<file path="src/rtl/pc_sequencer.sv">
// Fetch PC owner for the 5-stage MIPS pipeline: picks sequential, redirect,
// exception or eret next-PC each cycle and parks redirects that arrive during a stall.
module pc_sequencer #(
    parameter logic [31:0] RESET_PC   = 32'h0000_3000,
    parameter logic [31:0] EXC_VECTOR = 32'h0000_4180
) (
    input  logic        clk,
    input  logic        reset,
    input  logic        stall_i,
    input  logic        br_taken_i,
    input  logic [31:0] br_target_i,
    input  logic        j_valid_i,
    input  logic [31:0] j_target_i,
    input  logic        jr_valid_i,
    input  logic [31:0] jr_target_i,
    input  logic        exc_req_i,
    input  logic        eret_i,
    input  logic [31:0] epc_i,
    output logic [31:0] pc_o,
    output logic [31:0] pc_plus4_o,
    output logic [31:0] pc_plus8_o,
    output logic        flush_o,
    output logic        pending_o,
    output logic        addr_err_o
);

    typedef enum logic {RUN, PEND} state_t;

    // Source codes ordered so a numerically larger code means higher priority.
    localparam logic [2:0] SRC_NONE = 3'd0;
    localparam logic [2:0] SRC_BR   = 3'd1;
    localparam logic [2:0] SRC_J    = 3'd2;
    localparam logic [2:0] SRC_JR   = 3'd3;
    localparam logic [2:0] SRC_ERET = 3'd4;

    state_t      state, state_nxt;
    logic [31:0] pc_r, pc_nxt;
    logic [31:0] pend_target, pend_target_nxt;
    logic [2:0]  pend_src, pend_src_nxt;
    logic        flush_nxt, aerr_nxt;

    logic [31:0] tgt;
    logic [2:0]  src;
    logic        redir;

    // Exception is handled separately; tgt/src cover the remaining redirects.
    always_comb begin
        tgt = 32'd0;
        src = SRC_NONE;
        if (eret_i) begin
            tgt = epc_i;
            src = SRC_ERET;
        end else if (jr_valid_i) begin
            tgt = jr_target_i;
            src = SRC_JR;
        end else if (j_valid_i) begin
            tgt = j_target_i;
            src = SRC_J;
        end else if (br_taken_i) begin
            tgt = br_target_i;
            src = SRC_BR;
        end
    end

    assign redir = exc_req_i | (src != SRC_NONE);

    always_comb begin
        state_nxt       = state;
        pc_nxt          = pc_r;
        pend_target_nxt = pend_target;
        pend_src_nxt    = pend_src;
        flush_nxt       = 1'b0;
        aerr_nxt        = 1'b0;
        if (exc_req_i) begin
            pc_nxt          = EXC_VECTOR;
            flush_nxt       = 1'b1;
            pend_target_nxt = 32'd0;
            pend_src_nxt    = SRC_NONE;
            state_nxt       = RUN;
        end else begin
            case (state)
                RUN: begin
                    if (redir && !stall_i) begin
                        pc_nxt   = {tgt[31:2], 2'b00};
                        aerr_nxt = |tgt[1:0];
                    end else if (redir) begin
                        pend_target_nxt = tgt;
                        pend_src_nxt    = src;
                        state_nxt       = PEND;
                    end else if (!stall_i) begin
                        pc_nxt = pc_r + 32'd4;
                    end
                end
                PEND: begin
                    if (!stall_i) begin
                        // A strictly higher-priority redirect on the release cycle wins.
                        if (src > pend_src) begin
                            pc_nxt   = {tgt[31:2], 2'b00};
                            aerr_nxt = |tgt[1:0];
                        end else begin
                            pc_nxt   = {pend_target[31:2], 2'b00};
                            aerr_nxt = |pend_target[1:0];
                        end
                        pend_target_nxt = 32'd0;
                        pend_src_nxt    = SRC_NONE;
                        state_nxt       = RUN;
                    end else if (src > pend_src) begin
                        pend_target_nxt = tgt;
                        pend_src_nxt    = src;
                    end
                end
                default: state_nxt = RUN;
            endcase
        end
    end

    always_ff @(posedge clk) begin
        if (reset) begin
            state       <= RUN;
            pc_r        <= RESET_PC;
            pend_target <= 32'd0;
            pend_src    <= SRC_NONE;
            flush_o     <= 1'b0;
            addr_err_o  <= 1'b0;
        end else begin
            state       <= state_nxt;
            pc_r        <= pc_nxt;
            pend_target <= pend_target_nxt;
            pend_src    <= pend_src_nxt;
            flush_o     <= flush_nxt;
            addr_err_o  <= aerr_nxt;
        end
    end

    assign pc_o       = pc_r;
    assign pc_plus4_o = pc_r + 32'd4;
    assign pc_plus8_o = pc_r + 32'd8;
    assign pending_o  = (state == PEND);

endmodule

</file>
<file path="config.mk">
export PLATFORM = sky130hd
export DESIGN_NAME = pc_sequencer
export DESIGN_NICKNAME = d
export VERILOG_FILES = /design/src/rtl/pc_sequencer.sv
export SDC_FILE = /design/constraint.sdc
export NUM_CORES = 1
export LEC_CHECK = 0
export CAP_MARGIN = 20
export CORE_ASPECT_RATIO = 0.5
export CORE_MARGIN = 1
export CORE_UTILIZATION = 39
export CTS_CLUSTER_DIAMETER = 30
export DETAILED_ROUTE_END_ITERATION = 8
export PLACE_DENSITY_LB_ADDON = 0.3
export SLEW_MARGIN = 20
export SYNTH_ARGS = -nofsm -noshare
export SYNTH_HDL_FRONTEND = slang
export SYNTH_SLANG_ARGS = --single-unit
</file>
<file path="constraint.sdc">
create_clock -name clk -period 3.6 [get_ports clk]
set_clock_uncertainty 0.2 [all_clocks]
set_input_delay 0.72 -clock clk [delete_from_list [all_inputs] [get_ports clk]]
set_output_delay 0.72 -clock clk [all_outputs]
set_load 0.03 [all_outputs]
</file>
; ---- After elaboration in Yosys (flattened, before gate mapping)
; Index checks and enable logic that the tools add are counted.
[totals]
regBits = 70
inputBits = 136
output_inout_bits = 99
word_cells = 64
[op_classes]
addsub = 2
magnitude_cmp = 1
eq_ne = 9
n_mux = 34
n_bitwise = 2
reduce_logical = 9
[op_table]
columns = cell, count
row1 = 32-bit two-way mux, 13
row2 = 32-bit one-hot mux with 2 select lines, 2
row3 = "32-bit by 3-bit adder with 32-bit output, second input constant", 1
row4 = "32-bit by 4-bit adder with 32-bit output, second input constant", 1
row5 = 15-bit two-way mux, 1
row6 = 3-bit two-way mux, 5
row7 = "3-bit != test, second input constant", 3
row8 = 3-bit AND reduction, 3
row9 = 1-bit two-way mux, 8
row10 = "4-bit != test, second input constant", 2
row11 = "2-bit != test, second input constant", 3
row12 = 3-bit one-hot mux with 2 select lines, 1
row13 = 2-bit OR reduction, 3
row14 = 2-bit two-way mux, 2
row15 = 1-bit one-hot mux with 2 select lines, 2
row16 = 3-bit greater-than comparator, 1
row17 = "3-bit by 2-bit != test with 1-bit output, second input constant", 1
row18 = 3-bit nonzero test, 1
row19 = 1-bit logical AND, 1
row20 = 1-bit logical NOT, 1
row21 = 1-bit NOT, 1
row22 = 1-bit bitwise OR, 1

; ---- Depth between registers and ports, before layout
[logic_depth]
word_depth = 10
depth_mapped = 15

; ---- Worst setup path after synthesis
; Ideal clock, no wire load.
[synth_timing]
kind = input port to flip-flop
startpoint = in jr_valid_i
endpoint = reg pend_target[13]
setup_time_ns = 0.132
arrival_ns = 3.238
slack_ns = 0.030
stages = 13
n_path_buf = 5
cell_sequence = buf_2 > clkbuf_1 > clkbuf_1 > o21bai_1 > ha_1 > nor2_1 > maj3_2 > a21o_1 > buf_2 > o311ai_4 > clkbuf_1 > or3_1 > a21oi_1
[synth_between]
elab_chain_len = 7
[synth_rtl]
columns = item, line_no
row1 = start: declaration, 14  ; input logic jr_valid_i,
row2 = "parallel branches: the longest is 7 deep, another holds 3-bit greater-than comparator", --
row3 = end signal: assignment, 128  ; pend_target <= pend_target_nxt;
row4 = end: declaration, 38  ; logic [31:0] pend_target, pend_target_nxt;
; Parallel ways; which one is timed is not known. The select of a mux whose other input is x is not followed.
; A chain may end at the register's enable or synchronous reset.

; ---- Worst setup path in the final report
[layout_timing]
startpoint = reg pc_r[12] (netlist: pc_o[12])
endpoint = out pc_plus8_o[28]
[layout_between]
elab_chain_len = 1
[layout_rtl]
columns = item, line_no
row1 = start: declaration, 37  ; logic [31:0] pc_r, pc_nxt;
row2 = start signal: assignment, 127  ; pc_r <= pc_nxt;
row3 = 32-bit by 4-bit adder with 32-bit output, 137  ; assign pc_plus8_o = pc_r + 32'd8;
row4 = end: declaration, 21  ; output logic [31:0] pc_plus8_o,
; Every way passes these cells.

==> impl_summary.log <==
INFO  metric intPower = 1.75 mW
INFO  metric wl_met2 = 8.67 mm
INFO  metric finished_cell_area = 8510 sq um
INFO  metric holdWs = about 0.25 ns
INFO  metric hold_viol = 0
INFO  metric finalSetupViolCount = 0
INFO  metric worst_setup_path_startpoint = pc_o[12]
INFO  metric synthesis.instances = 764
INFO  metric post_drt_via_cell_ratio = roughly 5.7
INFO  metric die_y = 85.8 um
INFO  metric nNetsFinal = 1,121
INFO  metric synth-edff-count = 0
INFO  metric finalSetupTns = 0 ns
INFO  metric timing_worst_setup_path_type = flop to primary output
INFO  metric net-switching-power = 0.851 mW
INFO  metric ctsRootBufferMaster = clkbuf_16
INFO  metric insertion_delay = 0.34 ns
INFO  metric area.sequential = roughly 1400 sq um
INFO  metric slew-limit-headroom = 0.579
INFO  metric grt_max_degree = 60
INFO  metric cell_types_with_the_largest_area_share_after_synthesis = dfxtp_1, a21oi_1, xnor2_1
INFO  metric layout.cells.non_filler = 1,178
INFO  metric start_util = 0.402
INFO  metric ctsHoldBuffers = 0
INFO  metric final_layout_size_suffix_gt1_frac = 0.113
INFO  metric synth_fp_nets = ~900
INFO  metric die_width = 170 um
INFO  metric worst_setup_slack_final = 0.0847 ns
INFO  metric tritoncts.num_buffers = 9
INFO  metric clock_tree.htree_level_count = 3
INFO  metric run_status = finished, final reports clean
INFO  metric p_seq_frac = 0.325
INFO  metric wirelength_met1 = 10.3 mm
INFO  metric yosys.area.top_type_share = 0.256
INFO  metric syn-mean-instance-area = 7.17 sq um
INFO  metric final_core_utilization = 0.625
INFO  metric place_ws = between 0.015 and 0.02 ns
INFO  metric crit_path_start_kind = flop
INFO  metric most_common_library_cell_in_the_layout_ignoring_fill_and_taps = clkdlybuf4s50_1
INFO  metric drc = 0
INFO  metric critical_path.reg2reg.startpoint = pc_o[3]
INFO  metric placed_cell_area = slightly above 8000 sq um
INFO  metric area_growth_from_synthesis_to_layout = 55.4%
INFO  metric achievable-frequency = 284 MHz
INFO  metric drt_pass1_iterations = 5
INFO  metric worst_ep_required_time = 2.68 ns
INFO  metric total_area_of_multi_input_combinational_cells = between 3000 and 4000 sq um
INFO  metric cap_violations = 0
INFO  metric antenna_cells_inserted = 0
INFO  metric yosysWarnings = 0
INFO  metric avgRoutedWirePerCell = 18.4 um
INFO  metric endpoint = pc_plus8_o[28]
INFO  metric first_pass_grt_wire_length = between 30 and 40 mm
INFO  metric clockPowerShare = 0.354
INFO  metric hpwlAfterDp = between 15 and 20 mm
INFO  metric final_min_period_over_clock_period = 0.976
INFO  metric power.switching_fraction = 0.327
INFO  metric floorplan.io_pins = 235
INFO  metric cts_post_setup_buffers_inserted = 0
INFO  metric final.fill_count = 1,218
INFO  metric share_of_synthesized_flip_flops_with_an_asynchronous_set_or_reset = 0
INFO  metric vias = 6,676
INFO  metric worst_min_path_class = flop to flop
INFO  metric max-clock-path-buffers = 2
INFO  metric synth_cell_type_count = just over 50
INFO  metric finalCriticalPeriod = between 3 and 4 ns
INFO  metric combPwrFrac = 0.322
INFO  metric critical_path.max_stage_delay = approximately 0.61 ns
INFO  metric synth_top_area_cell = dfxtp_1
INFO  metric worst-r2r-setup-slack = 0.94 ns
INFO  metric crit_path_max_fanout = 5
INFO  metric design.die.area = 14,500 sq um
INFO  metric critical_path.cell_chain = nand4_1 > or4_4 > nand2b_1 > nand2b_1 > nor2_1 > xor2_1 > buf_12
INFO  metric synth_seq_cells = 70
INFO  metric port-buffer-count = ~230
INFO  metric reg2reg_to = pc_o[29]
INFO  metric drt_iter0_markers = 705
INFO  metric layout_common_cells = clkdlybuf4s50_1, a21oi_1, nand2_1
INFO  metric cp-end-kind = primary output
INFO  metric num_rows = 30
INFO  metric path_common_cell = nand2b_1
INFO  metric met3RoutedLength = between 2 and 3 mm
INFO  metric postRouteWirelength = approximately 22 mm
INFO  metric place_congestion = 0.939
INFO  metric critical_path.slowest_cell = or4_4
INFO  metric clock-sinks = 70
INFO  metric grt_remaining_overflow = 0
INFO  metric power.total = 2.60 mW
INFO  metric highest_layer = met4
INFO  metric floorplan.core_area = around 14,000 sq um
INFO  metric power.density_cell_area = 305 nW/um^2
INFO  metric ant_nets = 0
INFO  metric tightest_slew = 0.632 ns
INFO  metric tritoncts = yes
INFO  metric leakage = 3.23 nW
INFO  metric final-max-slew-violation-count = 0
INFO  metric worstRegToRegCells = 7
INFO  metric power.ir.vdd_worst = 0.243 mV
INFO  metric antenna_found_initial = 0
INFO  metric yosysSeqAreaShare = 0.256
INFO  metric synth_area = 5480 sq um
INFO  metric ys_dominant_reg_cell = dfxtp_1
INFO  metric cp_arrival = 2.60 ns
INFO  metric dp.cells = 1,162
INFO  metric grt_overall_usage = 0.296
INFO  metric cts.reportedPaths.clkPinSlew = 0.06 ns
INFO  metric number_of_global_route_vias_before_repair = 5,930
-- synth_stat cells (all sizes together) (4+ instances only) --
library cell  count
a211oi           11
nor4              8
a21oi            88
or3              30
nand4            14
a22oi            25
a221oi           22
inv              52
a31oi             4
xnor2            44
or3b              5
clkbuf           61
ha                4
a21o              4
or2               5
nor2             53
nor3             15
nand3            15
dfxtp            70
buf              19
xor2             11
a221o            29
o21ai            26
nand2            88
or4               4
o211ai           24
nor2b             6
-- cell families (layout without fill, tap and decap cells) --
kind of cell	after synthesis	after routing	synth area share
AOI/OAI and AO/OA	252	252	0.320
and+or+nand+nor	250	250	0.222
buffers and inverters	132	354	0.103
DFF	70	70	0.256
xor gates and xnor gates	55	55	0.0880
adders and majority gates	5	5	0.0112
-- power groups by stage --
stage	clock network (mW)	registers [mW]	logic, mW
2_1_floorplan	0	0.882	0.418
3_3_place_gp	0	0.857	0.818
3_5_place_dp	0	0.859	0.830
4_1_cts	0.923	0.842	0.828
5_1_grt	0.961	0.848	0.895
6_report	0.919	0.844	0.836
-- repair_timing --
item,4_1_cts,5_1_grt
setup endpoints to repair,18,16
pin swaps,0,0
resized for setup,18,15
-- worst min path at each step --
stage	depth (start not counted)	slack, ns	from	to
2_1_floorplan	2	0.23	pend_target[30]	pend_target[30]
3_3_place_gp	2	0.24	pend_target[20]	pend_target[20]
3_5_place_dp	2	0.24	pend_target[3]	pend_target[3]
4_1_cts	2	0.25	pend_target[3]	pend_target[3]
5_1_grt	2	0.27	pend_target[25]	pend_target[25]
6_report	2	0.25	pend_src[2]	pend_src[2]
-- sequential cells by signal, indices dropped and copies added (netlist names) --
name / flops
flush_o: 1
pend_src: 3
pending_o: 1
pc_o: 32
pend_target: 32
addr_err_o: 1
-- critical path, delay by kind of cell (launching register included) --
| family | cells | cell delay [ns] |
|---|---|---|
| flip-flops | 1 | 0.41 |
| XOR/XNOR | 1 | 0.25 |
| buffers and inverters | 1 | 0.16 |
| AND/OR/NAND/NOR | 5 | 1.44 |
-- metal layers --
metal / global-route usage / vias to the layer above
met5: 0 / -
met4: 0.0500 / 0
met3: 0.0798 / 19
met2: 0.405 / 406
met1: 0.454 / 3056
li1: - / 3195
-- layout make-up --
class,instances,area share
multi-input combinational,562,0.418
timing repair buffer,286,0.330
sequential,70,0.165
tap,192,0.0282
clock buffer,10,0.0281
inverter,52,0.0229
clock inverter,6,0.00809
Note: power is estimated with default switching activity, not from simulation.
